$ cat src/rtl/multicycle_control_unit_pkg.sv
// Shared definitions for the multi-cycle control unit: state encoding,
// opcode values, ALU operation codes and the opcode classifier.
package cu_pkg;

   typedef enum logic [2:0] {
      IDLE   = 3'd0,
      FETCH  = 3'd1,
      DECODE = 3'd2,
      EXEC   = 3'd3,
      MEM    = 3'd4,
      WB     = 3'd5,
      ERROR  = 3'd6,
      HALT   = 3'd7
   } state_t;

   localparam int unsigned OP_ADD   = 0;
   localparam int unsigned OP_SUB   = 1;
   localparam int unsigned OP_LOAD  = 2;
   localparam int unsigned OP_STORE = 3;
   localparam int unsigned OP_JUMP  = 4;

   localparam logic [1:0] ALU_ADD = 2'b00;
   localparam logic [1:0] ALU_SUB = 2'b01;

   // Instruction class derived from the latched opcode.
   typedef enum logic [2:0] {
      K_ADD,
      K_SUB,
      K_LOAD,
      K_STORE,
      K_JUMP,
      K_ILLEGAL
   } op_kind_t;

   // Classify the low three opcode bits; the caller has already confirmed
   // that any wider opcode bits are zero.
   function automatic op_kind_t classify(input logic [2:0] op3);
      op_kind_t k;
      case (op3)
         3'(OP_ADD):   k = K_ADD;
         3'(OP_SUB):   k = K_SUB;
         3'(OP_LOAD):  k = K_LOAD;
         3'(OP_STORE): k = K_STORE;
         3'(OP_JUMP):  k = K_JUMP;
         default:      k = K_ILLEGAL;
      endcase
      return k;
   endfunction

endpackage

$ cat src/rtl/multicycle_control_unit_if.sv
// Control-unit <-> datapath/memory bundle. The master side is the control
// unit (drives strobes), the slave side is the datapath and memory.
// Optional macro ILLEGAL_OPCODE_TRAP_EN adds the sticky illegal_op flag.
interface multicycle_control_unit_if #(
   parameter int OPCODE_W = 3
);
   logic [OPCODE_W-1:0] opcode;
   logic                mem_ready;
   logic                ir_write;
   logic                pc_write;
   logic                reg_write;
   logic                alu_src;
   logic                mem_to_reg;
   logic                mem_read;
   logic                mem_write;
   logic [1:0]          alu_op;
   logic                jump;
   logic                mem_err;
   logic [2:0]          state_o;
`ifdef ILLEGAL_OPCODE_TRAP_EN
   logic                illegal_op;

   modport master (
      input  opcode, mem_ready,
      output ir_write, pc_write, reg_write, alu_src, mem_to_reg,
             mem_read, mem_write, alu_op, jump, mem_err, state_o, illegal_op
   );
   modport slave (
      output opcode, mem_ready,
      input  ir_write, pc_write, reg_write, alu_src, mem_to_reg,
             mem_read, mem_write, alu_op, jump, mem_err, state_o, illegal_op
   );
`else
   modport master (
      input  opcode, mem_ready,
      output ir_write, pc_write, reg_write, alu_src, mem_to_reg,
             mem_read, mem_write, alu_op, jump, mem_err, state_o
   );
   modport slave (
      output opcode, mem_ready,
      input  ir_write, pc_write, reg_write, alu_src, mem_to_reg,
             mem_read, mem_write, alu_op, jump, mem_err, state_o
   );
`endif
endinterface

$ cat src/rtl/multicycle_control_unit_mem_wait_timer.sv
// Memory wait timer shared by FETCH and MEM. Counts cycles spent waiting
// for mem_ready, saturating at MEM_TIMEOUT, and flags a timeout when the
// limit is reached and the memory is still not ready. MEM_TIMEOUT = 0
// disables the timeout entirely.
module mem_wait_timer #(
   parameter int MEM_TIMEOUT = 15,
   parameter int CNT_W       = 4
) (
   input  logic clk,
   input  logic reset,
   input  logic clear,
   input  logic enable,
   input  logic ready,
   output logic timeout
);
   localparam logic [CNT_W-1:0] LIMIT    = CNT_W'(MEM_TIMEOUT);
   localparam bit               LIMIT_EN = (MEM_TIMEOUT != 0);

   logic [CNT_W-1:0] cnt_q, cnt_d;

   // Next count: clear wins, otherwise count unready wait cycles up to the limit.
   always_comb begin
      cnt_d = cnt_q;
      if (clear) begin
         cnt_d = '0;
      end else if (enable && !ready && (cnt_q != LIMIT)) begin
         cnt_d = cnt_q + 1'b1;
      end
   end

   // Wait-counter register.
   always_ff @(posedge clk or posedge reset) begin
      if (reset) cnt_q <= '0;
      else       cnt_q <= cnt_d;
   end

   // A ready in the limit cycle suppresses the timeout.
   assign timeout = LIMIT_EN && enable && !ready && (cnt_q == LIMIT);

endmodule

$ cat src/rtl/multicycle_control_unit.sv
// Multi-cycle control unit: sequences FETCH/DECODE/EXEC/MEM/WB and decodes
// datapath strobes from the registered state and latched opcode. Memory
// waits are bounded by mem_wait_timer; a timeout parks the FSM in ERROR.
// Optional macro ILLEGAL_OPCODE_TRAP_EN: unused opcodes trap to HALT and
// raise illegal_op instead of executing as ADD.
module multicycle_control_unit
   import cu_pkg::*;
#(
   parameter int OPCODE_W    = 3,
   parameter int MEM_TIMEOUT = 15,
   parameter int CNT_W       = 4
) (
   input  logic                    clk,
   input  logic                    reset,
   multicycle_control_unit_if.master bus
);
   state_t              state_q, state_d;
   logic [OPCODE_W-1:0] opcode_q, opcode_d;
   logic                mem_err_q, mem_err_d;
`ifdef ILLEGAL_OPCODE_TRAP_EN
   logic                illegal_op_q, illegal_op_d;
`endif

   op_kind_t   kind;
   logic       in_wait;
   logic       tmr_clear;
   logic       tmr_timeout;
   logic       ir_write, pc_write, reg_write, alu_src, mem_to_reg;
   logic       mem_read, mem_write, jump;
   logic [1:0] alu_op;

   // Classify the latched opcode; unused values become ADD unless trapping.
   always_comb begin
      kind = K_ILLEGAL;
      if ((opcode_q >> 3) == '0) kind = classify(opcode_q[2:0]);
`ifndef ILLEGAL_OPCODE_TRAP_EN
      if (kind == K_ILLEGAL) kind = K_ADD;
`endif
   end

   // Leaving FETCH/MEM always coincides with mem_ready, so clearing on
   // ready or outside those states guarantees a zero count on entry.
   assign in_wait   = (state_q == FETCH) || (state_q == MEM);
   assign tmr_clear = !in_wait || bus.mem_ready;

   mem_wait_timer #(
      .MEM_TIMEOUT (MEM_TIMEOUT),
      .CNT_W       (CNT_W)
   ) u_timer (
      .clk     (clk),
      .reset   (reset),
      .clear   (tmr_clear),
      .enable  (in_wait),
      .ready   (bus.mem_ready),
      .timeout (tmr_timeout)
   );

   // Next-state, opcode latch, sticky flags and strobe decode.
   always_comb begin
      state_d    = state_q;
      opcode_d   = opcode_q;
      mem_err_d  = mem_err_q;
`ifdef ILLEGAL_OPCODE_TRAP_EN
      illegal_op_d = illegal_op_q;
`endif
      ir_write   = 1'b0;
      pc_write   = 1'b0;
      reg_write  = 1'b0;
      alu_src    = 1'b0;
      mem_to_reg = 1'b0;
      mem_read   = 1'b0;
      mem_write  = 1'b0;
      alu_op     = ALU_ADD;
      jump       = 1'b0;

      case (state_q)
         IDLE: state_d = FETCH;

         FETCH: begin
            mem_read = 1'b1;
            if (bus.mem_ready) begin
               ir_write = 1'b1;
               pc_write = 1'b1;
               state_d  = DECODE;
            end else if (tmr_timeout) begin
               state_d   = ERROR;
               mem_err_d = 1'b1;
            end
         end

         DECODE: begin
            opcode_d = bus.opcode;
            state_d  = EXEC;
         end

         EXEC: begin
            case (kind)
               K_ADD: begin
                  alu_op  = ALU_ADD;
                  state_d = WB;
               end
               K_SUB: begin
                  alu_op  = ALU_SUB;
                  state_d = WB;
               end
               K_LOAD, K_STORE: begin
                  alu_src = 1'b1;
                  state_d = MEM;
               end
               K_JUMP: begin
                  jump     = 1'b1;
                  pc_write = 1'b1;
                  state_d  = FETCH;
               end
               default: begin
`ifdef ILLEGAL_OPCODE_TRAP_EN
                  state_d      = HALT;
                  illegal_op_d = 1'b1;
`else
                  state_d = WB;
`endif
               end
            endcase
         end

         MEM: begin
            alu_src = 1'b1;
            if (kind == K_LOAD) mem_read  = 1'b1;
            else                mem_write = 1'b1;
            if (bus.mem_ready) begin
               state_d = (kind == K_LOAD) ? WB : FETCH;
            end else if (tmr_timeout) begin
               state_d   = ERROR;
               mem_err_d = 1'b1;
            end
         end

         WB: begin
            reg_write  = 1'b1;
            mem_to_reg = (kind == K_LOAD);
            alu_src    = (kind == K_LOAD);
            alu_op     = (kind == K_SUB) ? ALU_SUB : ALU_ADD;
            state_d    = FETCH;
         end

         ERROR: state_d = ERROR;
         HALT:  state_d = HALT;
         default: state_d = IDLE;
      endcase
   end

   // State, latched opcode and sticky flags; reset is asynchronous.
   always_ff @(posedge clk or posedge reset) begin
      if (reset) begin
         state_q   <= IDLE;
         opcode_q  <= '0;
         mem_err_q <= 1'b0;
      end else begin
         state_q   <= state_d;
         opcode_q  <= opcode_d;
         mem_err_q <= mem_err_d;
      end
   end

`ifdef ILLEGAL_OPCODE_TRAP_EN
   // Sticky illegal-opcode flag, set on the edge into HALT.
   always_ff @(posedge clk or posedge reset) begin
      if (reset) illegal_op_q <= 1'b0;
      else       illegal_op_q <= illegal_op_d;
   end

   assign bus.illegal_op = illegal_op_q;
`endif

   assign bus.ir_write   = ir_write;
   assign bus.pc_write   = pc_write;
   assign bus.reg_write  = reg_write;
   assign bus.alu_src    = alu_src;
   assign bus.mem_to_reg = mem_to_reg;
   assign bus.mem_read   = mem_read;
   assign bus.mem_write  = mem_write;
   assign bus.alu_op     = alu_op;
   assign bus.jump       = jump;
   assign bus.mem_err    = mem_err_q;
   assign bus.state_o    = state_q;

endmodule

$ cat src/flat_wrapper.sv
// flat-port wrapper written by rule: the top's interface ports become plain ports
module multicycle_control_unit_flat import cu_pkg::*;
#(
   parameter int OPCODE_W    = 3,
   parameter int MEM_TIMEOUT = 15,
   parameter int CNT_W       = 4
)
  (clk, reset, bus_opcode, bus_mem_ready, bus_ir_write, bus_pc_write, bus_reg_write, bus_alu_src, bus_mem_to_reg, bus_mem_read, bus_mem_write, bus_alu_op, bus_jump, bus_mem_err, bus_state_o);
  multicycle_control_unit_if #(.OPCODE_W(OPCODE_W)) bus_i ();
  input  logic clk;
  input  logic reset;
  input wire logic [$bits(bus_i.opcode)-1:0] bus_opcode;
  input wire logic [$bits(bus_i.mem_ready)-1:0] bus_mem_ready;
  output wire logic [$bits(bus_i.ir_write)-1:0] bus_ir_write;
  output wire logic [$bits(bus_i.pc_write)-1:0] bus_pc_write;
  output wire logic [$bits(bus_i.reg_write)-1:0] bus_reg_write;
  output wire logic [$bits(bus_i.alu_src)-1:0] bus_alu_src;
  output wire logic [$bits(bus_i.mem_to_reg)-1:0] bus_mem_to_reg;
  output wire logic [$bits(bus_i.mem_read)-1:0] bus_mem_read;
  output wire logic [$bits(bus_i.mem_write)-1:0] bus_mem_write;
  output wire logic [$bits(bus_i.alu_op)-1:0] bus_alu_op;
  output wire logic [$bits(bus_i.jump)-1:0] bus_jump;
  output wire logic [$bits(bus_i.mem_err)-1:0] bus_mem_err;
  output wire logic [$bits(bus_i.state_o)-1:0] bus_state_o;
  assign bus_i.opcode = bus_opcode;
  assign bus_i.mem_ready = bus_mem_ready;
  assign bus_ir_write = bus_i.ir_write;
  assign bus_pc_write = bus_i.pc_write;
  assign bus_reg_write = bus_i.reg_write;
  assign bus_alu_src = bus_i.alu_src;
  assign bus_mem_to_reg = bus_i.mem_to_reg;
  assign bus_mem_read = bus_i.mem_read;
  assign bus_mem_write = bus_i.mem_write;
  assign bus_alu_op = bus_i.alu_op;
  assign bus_jump = bus_i.jump;
  assign bus_mem_err = bus_i.mem_err;
  assign bus_state_o = bus_i.state_o;
  multicycle_control_unit #(.OPCODE_W(OPCODE_W), .MEM_TIMEOUT(MEM_TIMEOUT), .CNT_W(CNT_W)) u_core (.clk(clk), .reset(reset), .bus(bus_i));
endmodule
$ cat config.mk
export PLATFORM = sky130hd
export DESIGN_NAME = multicycle_control_unit_flat
export DESIGN_NICKNAME = d
export VERILOG_FILES = /design/src/rtl/multicycle_control_unit_pkg.sv /design/src/rtl/multicycle_control_unit_if.sv /design/src/rtl/multicycle_control_unit_mem_wait_timer.sv /design/src/rtl/multicycle_control_unit.sv /design/src/flat_wrapper.sv
export SDC_FILE = /design/constraint.sdc
export NUM_CORES = 1
export LEC_CHECK = 0
export CORE_MARGIN = 2
export CORE_UTILIZATION = 40
export CTS_CLUSTER_SIZE = 8
export DETAILED_ROUTE_END_ITERATION = 8
export PLACE_DENSITY = 0.72
export SETUP_SLACK_MARGIN = 0.3
export SLEW_MARGIN = 20
export SYNTH_ARGS = -nofsm -noshare
export SYNTH_HDL_FRONTEND = slang
export SYNTH_SLANG_ARGS = --single-unit
$ cat constraint.sdc
create_clock -name clk -period 4.9 [get_ports clk]
set_clock_uncertainty 0.15 [all_clocks]
set_input_delay 1.47 -clock clk [delete_from_list [all_inputs] [get_ports clk]]
set_output_delay 1.47 -clock clk [all_outputs]
set_load 0.005 [all_outputs]
==> results.md <==
* Die H at 45.48 um
* TritonRoute pass-1 iters at 4
* H-Tree Depth at 1
* Via density at 5.593
* Outcome: completed
* Root Driver: clkbuf_4
* Site Rows at 14
* Crit-path most repeated cell: clkdlybuf4s50_1
* Post-synthesis async set-or-reset flop share at 1.000
* Setup TNS at 0 ns
* VDD IR max at 298.8 uV
* Reg2Reg Setup Slack at 3.16 ns
* CP Max Fanout at 8
* Clock power frac at 0.127
* Post-DP HPWL at 1076 um
* GRT Max-Usage Layer: met2
* Residual DRC at 0
* P_sw at 0.1749 mW
* PwrDens at 521.3 nW/um2
* Clock Latency Late Sink at 0.26 ns
* Worst-path cell chain: clkdlybuf4s50_1 -> nand2b_1 -> a21oi_1 -> clkdlybuf4s50_1
* Pwr Total at 0.4585 mW
* Synth cell types at 33
* CTS tree: built
* Starting Density at 0.4414
* Post-CTS resize count at 0
* Achievable Freq at 223.0 MHz
* Slowest cell on crit path: clkdlybuf4s50_1
* Crit share post-route at 0.9153
* Net Sw Frac at 0.3815
* Mapped Area at 688.2 um2
* CTS Hold Buffers Added at 0
* Synthesis-to-layout area growth at 27.82%
* First-pass GRT wire length at 2277 um
* Crit Path Class: input port to output port
* Sequential share of power at 0.396
* 1st-iter DRT viols at 13
* Combinational power share at 0.477
* CTS Buffer Depth at 2
* Die Wd at 45.48 um
* Clk pin slew, worst setup/hold paths at 0.06 ns
* Sequential fraction of the synthesis area at 0.4000
* Port bufs at 18
* Die area at 2068 um2
* Min-delay src: u_core.bus.mem_err
* Core box area at 1559 um2
* Max Cap Viol at 0
* CP endpoint kind: output port
* EDFF count, synth at 0
* Crit-path max cell delay at 0.61 ns
* Post-synth net total at 81
* Worst Path Arrival at 2.86 ns
* Synth Register Bits at 11
* GP Congestion at 0.7666
* Beginning of the critical path: bus_mem_ready
* P_int at 0.2836 mW
* Final WL at 1400 um
* Synth warnings at 0
* Global Route met3 Usage at 0.07143
* Filler Cells Inserted at 142
* Hold WC Path Type: register to register
* Pins Over Slew Limit at 0
* Post-Synthesis Cells at 74
* WHS at 0.3235 ns
* Rel. slew slack at 0.6084
* Non-filler cells, final at 108
* Worst slew pin tran at 0.5813 ns
* CTS buffer count at 3
* RSZ-0062 raised after global routing: no
* Total number of vias at 604
* Leak pwr at 0.3718 nW
* Vias in the first global route at 519
* GR Overflow Total at 0
* WP data required at 3.28 ns
* Global-route usage over all layers at 0.1556
* CP top delay family: buffers and inverters
* Met1 GRT Util at 0.2010
* Startpoint type of the worst setup path: input port
* Synth Flop Type: dfrtp_1
* Worst path buffer plus inverter count at 2
* Ant diodes at 0
* I/O pin total at 20
* Reg2reg start: u_core.u_timer.cnt_q[0]
* Largest net degree at the start of global routing at 16
* Drt wl/cell at 12.96 um
* Initial antenna violation count at 0
* # Post-CTS Setup Buffers at 0
* Final hold vios at 0
* Min Clock Period, post-route at 4.485 ns
* Final nets at 100
* GRT met2 Usage at 0.2366
* Remaining antenna violation count after routing at 0
* Share of cells above drive strength 1 at 0.09783
* Clk sinks at 11
* Total placed cells including tap cells at 104
* Post-Synthesis Mean Instance Area at 9.299 um2
* Final setup vio count at 0
## path summary, 6_finish.rpt
path / to / depth (start not counted)
max in group asynchronous: u_core.bus.mem_err / 2
max reg2reg: u_core.bus.state_o[2] / 4
min in group asynchronous: u_core.u_timer.cnt_q[0] / 2
max: bus_pc_write / 4
min: u_core.bus.mem_err / 1
min reg2reg: u_core.bus.mem_err / 1
## power groups by stage
stage / sequential [mW] / combinational (mW) / clock [mW]
finish: 0.182 / 0.219 / 0.0582
global route: 0.189 / 0.242 / 0.0672
CTS: 0.182 / 0.221 / 0.0612
detailed placement: 0.184 / 0.220 / 0
global placement: 0.181 / 0.216 / 0
floorplan: 0.149 / 0.167 / 0
## metal layers
layer | share of wire | vias to the layer above
met5 | 0 | -
met4 | 0.0071 | 0
met3 | 0.049 | 2
met1 | 0.46 | 288
met2 | 0.48 | 16
li1 | - | 298
## registers in the layout, indices dropped and copies added (netlist names)
name / cells
u_core.u_timer.cnt_q: 4
u_core.bus.mem_err: 1
u_core.bus.state_o: 3
u_core.opcode_q: 3
## Yosys cell counts, types with 2 or more instances
library cell / instances / area (um2)
dfrtp_1: 11 / 275.3
nor2_1: 11 / 41.29
nand2_1: 4 / 15.01
a21oi_1: 3 / 15.01
mux2_2: 3 / 33.78
nand2b_1: 3 / 18.77
nor3_1: 3 / 15.01
nor4_1: 3 / 18.77
a31oi_1: 2 / 12.51
buf_6: 2 / 22.52
inv_1: 2 / 7.510
mux2i_1: 2 / 20.02
nand3_1: 2 / 10.01
nor3b_1: 2 / 15.01
o22ai_1: 2 / 12.51
xnor2_1: 2 / 17.52
## kinds of logic (layout without fill, tap and decap cells)
logic type,count (synthesis),after routing,synth area share
and+or+nand+nor,35,35,0.2873
AOI/OAI and AO/OA,13,13,0.1236
DFF,11,11,0.4000
buffers and inverters,6,24,0.06182
muxes,5,5,0.07818
xor gates and xnor gates,2,2,0.02546
adders and majority gates,1,1,0.01818
other,1,1,0.005449
## placed cells by master, fill, tap and decap left out
cell,netlist,routed
or4_1,1,1
ha_1,1,1
inv_1,2,2
nor2_1,11,11
nor3_1,3,3
and3_1,1,1
or4bb_2,1,1
nand2b_2,1,1
clkbuf_4,0,3
o41ai_1,1,1
a211oi_1,1,1
dfrtp_1,11,11
nor4_1,3,3
o21bai_1,1,1
nand2b_1,3,3
o21a_1,1,1
nand3_1,2,2
mux2i_1,2,2
nor2b_1,1,1
clkbuf_1,0,1
and2b_1,1,1
a21oi_1,3,3
nand2_1,4,4
conb_1,1,1
o22ai_1,2,2
nor3b_1,2,2
clkdlybuf4s50_1,0,18
a2bb2oi_1,1,1
mux2_2,3,3
nor4b_2,1,1
o21ai_0,1,1
a31oi_1,2,2
xnor2_1,2,2
## stage by stage
step	cell area, um2	setup slack (ns)	utilization
6_report	879.6	0.4150	0.5642
5_1_grt	879.6	0.3187	0.5642
4_1_cts	879.6	0.4253	0.5642
3_5_place_dp	853.3	0.4247	0.5474
3_3_place_gp	853.3	0.4482	0.5474
2_1_floorplan	688.2	1.595	-
## layout make-up
class,count,area (um2),area share
clock buffer,4,26.28,0.02987
inverter,2,7.507,0.008535
multi-input combinational,57,370.4,0.4211
sequential,11,275.3,0.3129
tap,16,20.02,0.02276
timing repair buffer,18,180.2,0.2048
Power figures use the tool's default switching activity.
